===== src/rtl/fb_rect_engine_pkg.sv =====
// Shared definitions for the rectangle fill engine: framebuffer geometry defaults,
// operation codes, FSM states and coordinate clamp helpers.
package fb_rect_engine_pkg;

  localparam int FB_W_DEFAULT = 320;
  localparam int FB_H_DEFAULT = 200;

  typedef enum logic [1:0] {
    OP_SET    = 2'b00,
    OP_CLEAR  = 2'b01,
    OP_INVERT = 2'b10,
    OP_NOP    = 2'b11
  } op_e;

  typedef enum logic [2:0] {
    ST_IDLE    = 3'd0,
    ST_SETUP   = 3'd1,
    ST_RD_REQ  = 3'd2,
    ST_RD_WAIT = 3'd3,
    ST_WR_REQ  = 3'd4,
    ST_DONE    = 3'd5
  } state_e;

  function automatic logic [8:0] clamp_x(input logic [8:0] v, input logic [8:0] lim);
    return (v > lim) ? lim : v;
  endfunction

  function automatic logic [7:0] clamp_y(input logic [7:0] v, input logic [7:0] lim);
    return (v > lim) ? lim : v;
  endfunction

endpackage


===== src/rtl/fb_rect_walker.sv =====
// Row-major coordinate stepper for a rectangle: loads (x0,y0) on start, advances
// one pixel per step, and flags the final pixel (x1,y1).
module fb_rect_walker
  import fb_rect_engine_pkg::*;
(
  input  logic       clk,
  input  logic       reset,
  input  logic       start,
  input  logic       step,
  input  logic [8:0] x0,
  input  logic [7:0] y0,
  input  logic [8:0] x1,
  input  logic [7:0] y1,
  output logic [8:0] x,
  output logic [7:0] y,
  output logic       last
);

  assign last = (x == x1) && (y == y1);

  // Position register: load origin, then wrap x back to x0 at the end of each row
  always_ff @(posedge clk) begin
    if (reset) begin
      x <= 9'd0;
      y <= 8'd0;
    end else if (start) begin
      x <= x0;
      y <= y0;
    end else if (step) begin
      if (x == x1) begin
        x <= x0;
        y <= y + 8'd1;
      end else begin
        x <= x + 9'd1;
      end
    end
  end

endmodule


===== src/rtl/fb_rect_engine.sv =====
// Rectangle fill engine driving framebuffer port B with SET, CLEAR or INVERT
// (read-modify-write), one command at a time.
module fb_rect_engine
  import fb_rect_engine_pkg::*;
#(
  parameter int FB_W = FB_W_DEFAULT,
  parameter int FB_H = FB_H_DEFAULT
) (
  input  logic        clk,
  input  logic        reset,
  input  logic        cmd_valid,
  output logic        cmd_ready,
  input  logic [8:0]  cmd_x0,
  input  logic [7:0]  cmd_y0,
  input  logic [8:0]  cmd_x1,
  input  logic [7:0]  cmd_y1,
  input  logic [1:0]  cmd_op,
  output logic        busy,
  output logic        done,
  output logic [16:0] pix_cnt,
  output logic [8:0]  fb_x,
  output logic [7:0]  fb_y,
  output logic        fb_read,
  output logic        fb_write,
  output logic        fb_din,
  input  logic        fb_dout,
  input  logic        fb_rdy
);

  localparam logic [8:0] X_MAX = 9'(FB_W - 1);
  localparam logic [7:0] Y_MAX = 8'(FB_H - 1);

  state_e     state;
  state_e     state_nxt;
  op_e        op;
  logic [8:0] x0;
  logic [8:0] x1;
  logic [7:0] y0;
  logic [7:0] y1;
  logic       rd_first;
  logic [8:0] x1_clip;
  logic [7:0] y1_clip;
  logic       empty;
  logic       walk_start;
  logic       walk_step;
  logic       walk_last;

  assign cmd_ready = (state == ST_IDLE);
  assign busy      = (state != ST_IDLE);
  assign done      = (state == ST_DONE);

  // Clip the far corner to the screen and detect commands that touch no pixel
  always_comb begin
    x1_clip = clamp_x(x1, X_MAX);
    y1_clip = clamp_y(y1, Y_MAX);
    empty   = (x0 > X_MAX) || (y0 > Y_MAX) || (x0 > x1_clip) || (y0 > y1_clip) || (op == OP_NOP);
  end

  fb_rect_walker u_walker (
    .clk   (clk),
    .reset (reset),
    .start (walk_start),
    .step  (walk_step),
    .x0    (x0),
    .y0    (y0),
    .x1    (x1),
    .y1    (y1),
    .x     (fb_x),
    .y     (fb_y),
    .last  (walk_last)
  );

  // Next-state and request decode; requests only ever assert while fb_rdy is high
  always_comb begin
    state_nxt  = state;
    fb_read    = 1'b0;
    fb_write   = 1'b0;
    walk_start = 1'b0;
    walk_step  = 1'b0;
    case (state)
      ST_IDLE: begin
        if (cmd_valid) state_nxt = ST_SETUP;
        else           state_nxt = ST_IDLE;
      end
      ST_SETUP: begin
        walk_start = 1'b1;
        if (empty)                 state_nxt = ST_DONE;
        else if (op == OP_INVERT)  state_nxt = ST_RD_REQ;
        else                       state_nxt = ST_WR_REQ;
      end
      ST_RD_REQ: begin
        fb_read = fb_rdy;
        if (fb_rdy) state_nxt = ST_RD_WAIT;
        else        state_nxt = ST_RD_REQ;
      end
      ST_RD_WAIT: begin
        // The cycle right after the read issue never carries the result
        if (!rd_first && fb_rdy) state_nxt = ST_WR_REQ;
        else                     state_nxt = ST_RD_WAIT;
      end
      ST_WR_REQ: begin
        fb_write = fb_rdy;
        if (!fb_rdy) begin
          state_nxt = ST_WR_REQ;
        end else if (walk_last) begin
          state_nxt = ST_DONE;
        end else begin
          walk_step = 1'b1;
          state_nxt = (op == OP_INVERT) ? ST_RD_REQ : ST_WR_REQ;
        end
      end
      ST_DONE: state_nxt = ST_IDLE;
      default: state_nxt = ST_IDLE;
    endcase
  end

  // State register, command latch, write data and pixel counter
  always_ff @(posedge clk) begin
    if (reset) begin
      state    <= ST_IDLE;
      op       <= OP_NOP;
      x0       <= 9'd0;
      x1       <= 9'd0;
      y0       <= 8'd0;
      y1       <= 8'd0;
      rd_first <= 1'b0;
      fb_din   <= 1'b0;
      pix_cnt  <= 17'd0;
    end else begin
      state <= state_nxt;
      case (state)
        ST_IDLE: begin
          if (cmd_valid) begin
            x0 <= cmd_x0;
            y0 <= cmd_y0;
            x1 <= cmd_x1;
            y1 <= cmd_y1;
            op <= op_e'(cmd_op);
          end
        end
        ST_SETUP: begin
          x1      <= x1_clip;
          y1      <= y1_clip;
          pix_cnt <= 17'd0;
          fb_din  <= (op == OP_SET);
        end
        ST_RD_REQ: begin
          if (fb_rdy) rd_first <= 1'b1;
        end
        ST_RD_WAIT: begin
          rd_first <= 1'b0;
          if (!rd_first && fb_rdy) fb_din <= ~fb_dout;
        end
        ST_WR_REQ: begin
          if (fb_rdy) pix_cnt <= pix_cnt + 17'd1;
        end
        default: ;
      endcase
    end
  end

endmodule

===== config.mk =====
export PLATFORM = sky130hd
export DESIGN_NAME = fb_rect_engine
export DESIGN_NICKNAME = d
export VERILOG_FILES = /design/src/rtl/fb_rect_engine_pkg.sv /design/src/rtl/fb_rect_walker.sv /design/src/rtl/fb_rect_engine.sv
export SDC_FILE = /design/constraint.sdc
export NUM_CORES = 1
export LEC_CHECK = 0
export ABC_AREA = 1
export BUFFER_PORTS_ARGS = -buffer_cell sky130_fd_sc_hd__buf_2
export CAP_MARGIN = 20
export CORE_ASPECT_RATIO = 1.5
export CORE_MARGIN = 1
export CORE_UTILIZATION = 45
export CTS_BUF_LIST = sky130_fd_sc_hd__clkbuf_4 sky130_fd_sc_hd__clkbuf_8
export DETAILED_ROUTE_END_ITERATION = 10
export GPL_TIMING_DRIVEN = 0
export PLACE_DENSITY = 0.68
export SKIP_LAST_GASP = 1
export SLEW_MARGIN = 0
export SYNTH_ARGS = -nofsm -noshare
export SYNTH_HDL_FRONTEND = slang
export SYNTH_SLANG_ARGS = --single-unit

===== constraint.sdc =====
create_clock -name clk -period 3.9 [get_ports clk]
set_input_delay 0 -clock clk [delete_from_list [all_inputs] [get_ports clk]]
set_output_delay 0 -clock clk [all_outputs]
set_load 0.005 [all_outputs]

==> metrics.md, run 1 <==
| Metric | Value |
|---|---|
| CTS tree | done |
| Synth Instances | 669 |
| Grt ovf | 0 |
| IO buf count | 79 |
| Ant. Diodes | 0 |
| Area occupied by multi-input gates | 2531 sq um |
| Worst-path maximum fanout | 7 |
| CTS root buf | clkbuf_8 |
| Outcome | finished, final reports clean |
| Global-route wire length before repair | 20.66 mm |
| Crit path to | state[0]$_SDFF_PP0_ |
| Main flop type after synthesis | dfxtp_1 |
| Post-detail-place hpwl | just under 10 mm |
| Max-slew violation count | 0 |
| Crit. End Element | flip-flop |
| Total die area | 10,260 sq um |
| Setup Crit Path Kind | flip-flop to flip-flop |
| Layout Nets | 857 |
| Num CTS Buffers | 9 |
| # IOs | 81 |
| Chip width | 83.05 microns |
| Largest net degree at the start of global routing | 13 |
| Max_slew headroom | 58.63% |
| Final setup viols | 0 |
| Post-synth EDFFs | 0 |
| Crit path time final | 2.447 ns |
| Total clock sinks | 75 |
| Gate power share | 37.8% |
| Max-capacitance violation count | 0 |
| Max clock buf depth | 2 |
| Avg WL per Cell | 14.23 microns |
| R2R Path Start | y1[6]$_SDFFE_PP0P_ |
| Layout area overhead | 25.37% |
| PostCTS Resize Cnt | 0 |
| DRT Pass-1 Iters | 4 |
| H-tree depth | 3 |
| Yosys top cell by area | dfxtp_1 |
| F_max | 408.6 MHz |
| Hold Path Class | primary input to flip-flop |
| Post-synth ARST share | 0% |
| Power per cell area | 485.4 nW/um^2 |
| Synth cell types | 38 |
| Clock Skews | 0.01024 ns |
| Post-Syn Area | between 4000 and 5000 sq um |
| Final ANT Viol Nets | 0 |
| Starting Density | 46.03% |
| Static leakage | around 0.0026 uW |
| Residual DRC | 0 |
| Core footprint | between 9000 and 10,000 sq um |
| Data arrival time of the worst path | roughly 2.7 ns |
| Part of the power in registers | 37.3% |
| Vias in the first global route | between 4,000 and 5,000 |
| DIE HEIGHT | 123.6 microns |
| Worst Slack Setup Final | 1.453 ns |
| GRT Total Usage | 25.64% |
| Final design utilization | 57.70% |
| # fillers | 937 |
| Rows | between 40 and 50 |
| R2r setup slk | 1.45 ns |
| Layout cells sized above 1 | 16.63% |
| Startpoint class of the critical path | flip-flop |
| Sequential share of the synthesized area | 33.86% |
| Via density | 5.248 |
| Synth Register Bits | 75 |
| Worst path required time | 4.14 ns |
| Net Sw Power | 1061 uW |
| Final hold violation count | 0 |
| Least-Margin Pin Slew | 0.6205 ns |
| DRT iter0 DRCs | 251 |
| RePlAce Congestion | 0.8919 |
| Ys Warns | 0 |
| Syn_area_per_cell | 6.628 sq um |
| Synth area leaders | dfxtp_1 (34%), nand2_1 (14%), nor2_1 (8.6%), inv_1 (6.2%), o21ai_0 (6.0%) |
| Setup WS pre-CTS | between 1.5 and 2 ns |
| Post-synth top area share | about a third |
| Initial antenna violation count | 0 |
| Tcrit/Tclk final | 62.75% |
| R2R depth | 13 |
| Internal power | 1637 uW |
| RSZ-0062 raised after global routing | false |
| Clk Latency, worst-skew pair | 0.37 ns |
| Syn Nets | 730 |
| Worst Setup SP | y1[6]$_SDFFE_PP0P_ |
| Final WL | 13.02 mm |
| Final setup TNS | 0 ns |
| Clk slew on worst S/H paths | about 0.080 ns |
| Sequential Area | roughly 1500 sq um |
| Via count | 4,802 |
| Maximum VDD drop | 0.0003085 V |
| Sw frac | 39.33% |
| Clock share of power | 24.8% |
| End of the worst register-to-register path | state[0]$_SDFF_PP0_ |
## metal layers
metal  track usage, %  share of wire, %  vias up  wire length, microns
li1                 -                 -     2409                     -
met1            27.21                39     2186                  5096
met2            46.47                50      151                  6553
met3            3.976               4.5       56                   580
met4            18.43               6.0        0                   785
met5                0                 0        -                     0
## how the worst min path moves through the flow
stage          startpoint            endpoint  slack [ns]  depth (start not counted)
3_3_place_gp    cmd_y0[2]  y0[2]$_SDFFE_PP0P_        0.22                          3
6_report            reset  y1[2]$_SDFFE_PP0P_        0.03                          2
5_1_grt             reset  y1[4]$_SDFFE_PP0P_        0.07                          2
3_5_place_dp    cmd_y0[2]  y0[2]$_SDFFE_PP0P_        0.23                          3
4_1_cts             reset  y1[2]$_SDFFE_PP0P_        0.01                          2
2_1_floorplan   cmd_op[0]  op[0]$_SDFFE_PP1P_        0.13                          2
## registers in the layout, indices dropped and copies added, names as in the netlist
name	flops
rd_first	1
y0	8
u_walker.y	8
fb_din	1
y1	8
x0	9
state	3
pix_cnt	17
x1	9
op	2
u_walker.x	9
## through the flow
stage	total power, uW	cell area (sq um)	instances	hold slack [ns]
after global placement	1986	4974	863	0.2208
after detailed placement	2005	4974	863	0.2284
after global routing	2889	5559	915	0.06625
after floorplan	1698	4434	669	0.1304
after CTS	2704	5559	915	0.01309
final	2698	5559	915	0.02961
## power groups by stage
stage | Clock (uW) | Sequential, uW | Combinational (uW)
finish | 671 | 1010 | 1020
global route | 708 | 1020 | 1160
global placement | 0 | 1020 | 967
CTS | 681 | 1010 | 1020
detailed placement | 0 | 1020 | 983
floorplan | 0 | 983 | 715
## final cells by class
| cell class | instances | share of cell area (%) |
|---|---|---|
| multi-input combinational | 494 | 45.53 |
| buffer | 21 | 1.891 |
| sequential | 75 | 27.01 |
| clock inverter | 5 | 1.395 |
| tap | 115 | 2.588 |
| inverter | 79 | 5.334 |
| clock buffer | 10 | 2.476 |
| timing repair buffer | 116 | 13.77 |
## logic make-up (layout without fill, tap and decap cells)
family,count (synthesis),count (layout),share of synthesized area (%)
xor+xnor,21,21,4.148
flops,75,75,33.86
fa+ha+maj,20,20,5.643
simple gates,332,332,32.08
mux,1,1,0.2257
compound gates,120,120,14.98
buf+inv,100,231,9.057
## synthesized netlist by cell type, types with 2 or more instances
| cell type | count |
|---|---|
| a21o_1 | 3 |
| ha_1 | 20 |
| a31oi_1 | 5 |
| nand2_2 | 3 |
| nor2_4 | 3 |
| clkbuf_1 | 10 |
| inv_2 | 6 |
| dfxtp_1 | 75 |
| nand2_1 | 163 |
| or2_2 | 4 |
| o21ai_2 | 2 |
| o211ai_1 | 5 |
| buf_4 | 3 |
| o221ai_1 | 5 |
| xor2_1 | 14 |
| xnor2_1 | 7 |
| inv_1 | 73 |
| buf_2 | 5 |
| o21ai_0 | 53 |
| nand4_1 | 9 |
| nand3_1 | 24 |
| nand3b_1 | 2 |
| nor3_1 | 11 |
| a21oi_1 | 43 |
| nand3_2 | 5 |
| nor2_1 | 102 |
| nor2_2 | 3 |
## layout by cell type, fill, tap and decap left out, drive strengths merged, types with 9 or more instances in the layout
cell type	netlist	final
nand2	167	167
nor2	108	108
buf	10	89
inv	79	79
dfxtp	75	75
o21ai	55	55
a21oi	43	43
dlygate4sd3	0	37
nand3	30	30
clkbuf	11	21
ha	20	20
xor2	14	14
nor3	11	11
nand4	9	9
## worst max-delay path: stages, from the launching register on
cell      delay [ns]
dfxtp_1         0.42
nand2_1         0.10
a21oi_1         0.43
inv_1           0.13
nand2_1         0.09
ha_1            0.24
a21oi_1         0.16
nor2_1          0.05
nor2_1          0.10
nand2_1         0.11
a21boi_0        0.24
nand2_1         0.08
a21oi_1         0.14
nor2_1          0.04
## timing repair
action	in CTS	in global routing
hold buffers	37	0
buffers inserted	0	0
endpoints found under the hold margin	37	0
Power figures use the tool's default switching activity.
==> inputs of run 2 (changes only) <==
- PLACE_DENSITY: 0.68 -> 0.7
- clock period: 3.9 -> 2.2 ns (I/O delays scaled with it)
==> metrics.md, run 2 (same netlist as run 1, synthesis figures left out) <==
| Metric | Value |
|---|---|
| Max clock buf depth | 2 (unchanged) |
| Starting Density | 46.03% (unchanged) |
| CTS root buf | clkbuf_8 |
| DRT iter0 DRCs | 271 (+8.0%) |
| CTS tree | done |
| Final hold violation count | 0 (unchanged) |
| Most flop-heavy register | pix_cnt |
| Total clock sinks | 75 (unchanged) |
| Least-Margin Pin Slew | 0.6004 ns (-0.02010 ns) |
| Layout cells sized above 1 | 17.68% (+1.1 points) |
| Crit path time final | 2.036 ns (-0.4117 ns) |
| Power per cell area | 853.1 nW/um^2 (+76%) |
| Commonest non-fill, non-tap cell in the layout | nand2_1 |
| DRT Pass-1 Iters | 5 (+1) |
| WL met3 | 573 microns (-1.2%) |
| IO buf count | 79 (unchanged) |
| Core footprint | 9634 sq um (unchanged) |
| Clk Latency, worst-skew pair | 0.37 ns (about the same) |
| Worst Slack Setup Final | 0.1645 ns (-1.288 ns) |
| Ant. Diodes | 0 (unchanged) |
| Dpl cell area | 4974 sq um (unchanged) |
| H-tree depth | 3 (unchanged) |
| Avg WL per Cell | 14.37 microns (+1.0%) |
| Max FFs per register | 17 (unchanged) |
| # IOs | 81 (unchanged) |
| Max_slew headroom | 59.97% (+1.3 points) |
| Via density | 5.260 (+0.23%) |
| Worst-path maximum fanout | 5 (-2) |
| Data arrival time of the worst path | 2.28 ns (-0.41 ns) |
| Final ANT Viol Nets | 0 (unchanged) |
| Routed met2 length | 6.766 mm (+3.3%) |
| Post-route cell area | 5597 sq um (+0.68%) |
| M1 WL | 5.252 mm (+3.1%) |
| Initial antenna violation count | 0 (unchanged) |
| Total die area | 10,260 sq um (unchanged) |
| Grt ovf | 0 (unchanged) |
| DIE HEIGHT | 123.6 microns (unchanged) |
| Setup Crit Path Kind | flip-flop to flip-flop |
| Most frequent cells in the layout | nand2_1 (163), nor2_1 (102), buf_2 (84) |
| GRT Total Usage | 26.53% (+0.89 points) |
| Clock Skews | 0.01003 ns (-0.0002093 ns) |
| Layout area overhead | 26.21% |
| Hold slack | 0.02306 ns (-0.006553 ns) |
| Largest net degree at the start of global routing | 14 (+1) |
| Clk slew on worst S/H paths | 0.08 ns (about the same) |
| Worst Setup SP | y1[5]$_SDFFE_PP0P_ |
| Rows | 44 (unchanged) |
| Max-capacitance violation count | 0 (unchanged) |
| Startpoint class of the critical path | flip-flop |
| Tcrit/Tclk final | 92.52% (+30 points) |
| Layout Nets | 859 (+0.23%) |
| Final WL | 13.19 mm (+1.3%) |
| Crit. End Element | flip-flop |
| Final setup viols | 0 (unchanged) |
| Max-slew violation count | 0 (unchanged) |
| Worst path required time | 2.45 ns (-1.69 ns) |
| Residual DRC | 0 (unchanged) |
| Global-route wire length before repair | 21.46 mm (+3.9%) |
| CP max stage cell | dfxtp_1 |
| Max incr delay on CP | 0.44 ns (about the same) |
| RePlAce Congestion | 0.9251 (+3.7%) |
| RSZ-0062 raised after global routing | false |
| Via count | 4,829 (+0.56%) |
| Worst Min Path Start | reset |
| Hold Path Class | primary input to flip-flop |
| Final design utilization | 58.09% (+0.39 points) |
| Cells along the critical path | nor2_1 -> a21oi_2 -> buf_4 -> nor2_1 -> ha_1 -> nand2_1 -> nand2_1 -> nand2_1 -> nand2_1 -> nand2_1 -> nand2_1 -> a21boi_2 -> nand2_1 -> a21oi_1 -> nor2_1 |
| Outcome | finished, final reports clean |
| Num CTS Buffers | 9 (unchanged) |
| Most used cell, CP | nand2_1 |
| Static leakage | 0.002659 uW (+0.41%) |
| R2R Path Start | y1[5]$_SDFFE_PP0P_ |
| Setup WS pre-CTS | -0.1711 ns (-1.696 ns) |
| Maximum VDD drop | 0.0004736 V (+54%) |
| Post-detail-place hpwl | 9.780 mm (+0.67%) |
| Vias in the first global route | 4,652 (+3.4%) |
| Chip width | 83.05 microns (unchanged) |
| Top sig layer | met4 |
| F_max | 491.3 MHz (+20%) |
-- run 2: cell count changes in the layout (fill, tap and decap cells not counted), sizes merged --
cell,delta
buf,+2
bufinv,-1
clkbuf,+1
inv,+1
-- run 2: report_power, final --
part	leakage (uW)	switching [uW]	internal, uW	total, uW
Combinational	0.00194	1130	697	1830
Sequential	0.000615	238	1550	1790
Clock	0.000106	562	590	1150
-- run 2: worst max-delay path: cells and delay by family, from the launching register on --
family	cells	cell delay (ns)
buffers and inverters	1	0.14
AO/OA/AOI/OAI	3	0.44
flip-flops	1	0.44
AND/OR/NAND/NOR	10	0.60
adder cells (fa/ha/maj)	1	0.29
-- run 2: stage by stage --
step                TNS [ns]  total power, uW  std cells
floorplan                  0             3010        669
global placement     -0.1890             3524        863
detailed placement   -0.2802             3563        863
CTS                        0             4761        917
global route               0             5134        918
finish                     0             4775        918
-- run 2: area by class of cell --
class,instances,area [sq um]
Buffer,21,105.1
Clock buffer,11,151.4
Clock inverter,5,60.06
Fill cell,929,4038
Inverter,79,296.5
Multi-Input combinational cell,494,2555
Sequential cell,75,1504
Tap cell,115,143.9
Timing Repair Buffer,118,780.7
-- run 2: timing repair --
action / 4_1_cts / 5_1_grt
hold endpoints to repair: 37 / 0
resized for setup: 1 / 7
pin swaps: 1 / 1
endpoints found under the setup margin: 2 / 5
hold buffers: 37 / 0
setup buffers: 1 / 1
-- run 2: routing by layer --
metal / track usage [%] / vias to the layer above
li1: - / 2414
met1: 28.34 / 2226
met2: 49.03 / 152
met3: 4.440 / 37
met4: 16.06 / 0
met5: 0 / -
-- run 2: path summary, 6_finish.rpt --
check                                             end  slack [ns]  cells after the start
worst max-delay path              state[0]$_SDFF_PP0_        0.16                     15
worst max register to register    state[0]$_SDFF_PP0_        0.16                     15
worst min-delay path               y1[2]$_SDFFE_PP0P_        0.02                      2
worst min register to register  rd_first$_SDFFE_PP0P_        0.50                      2
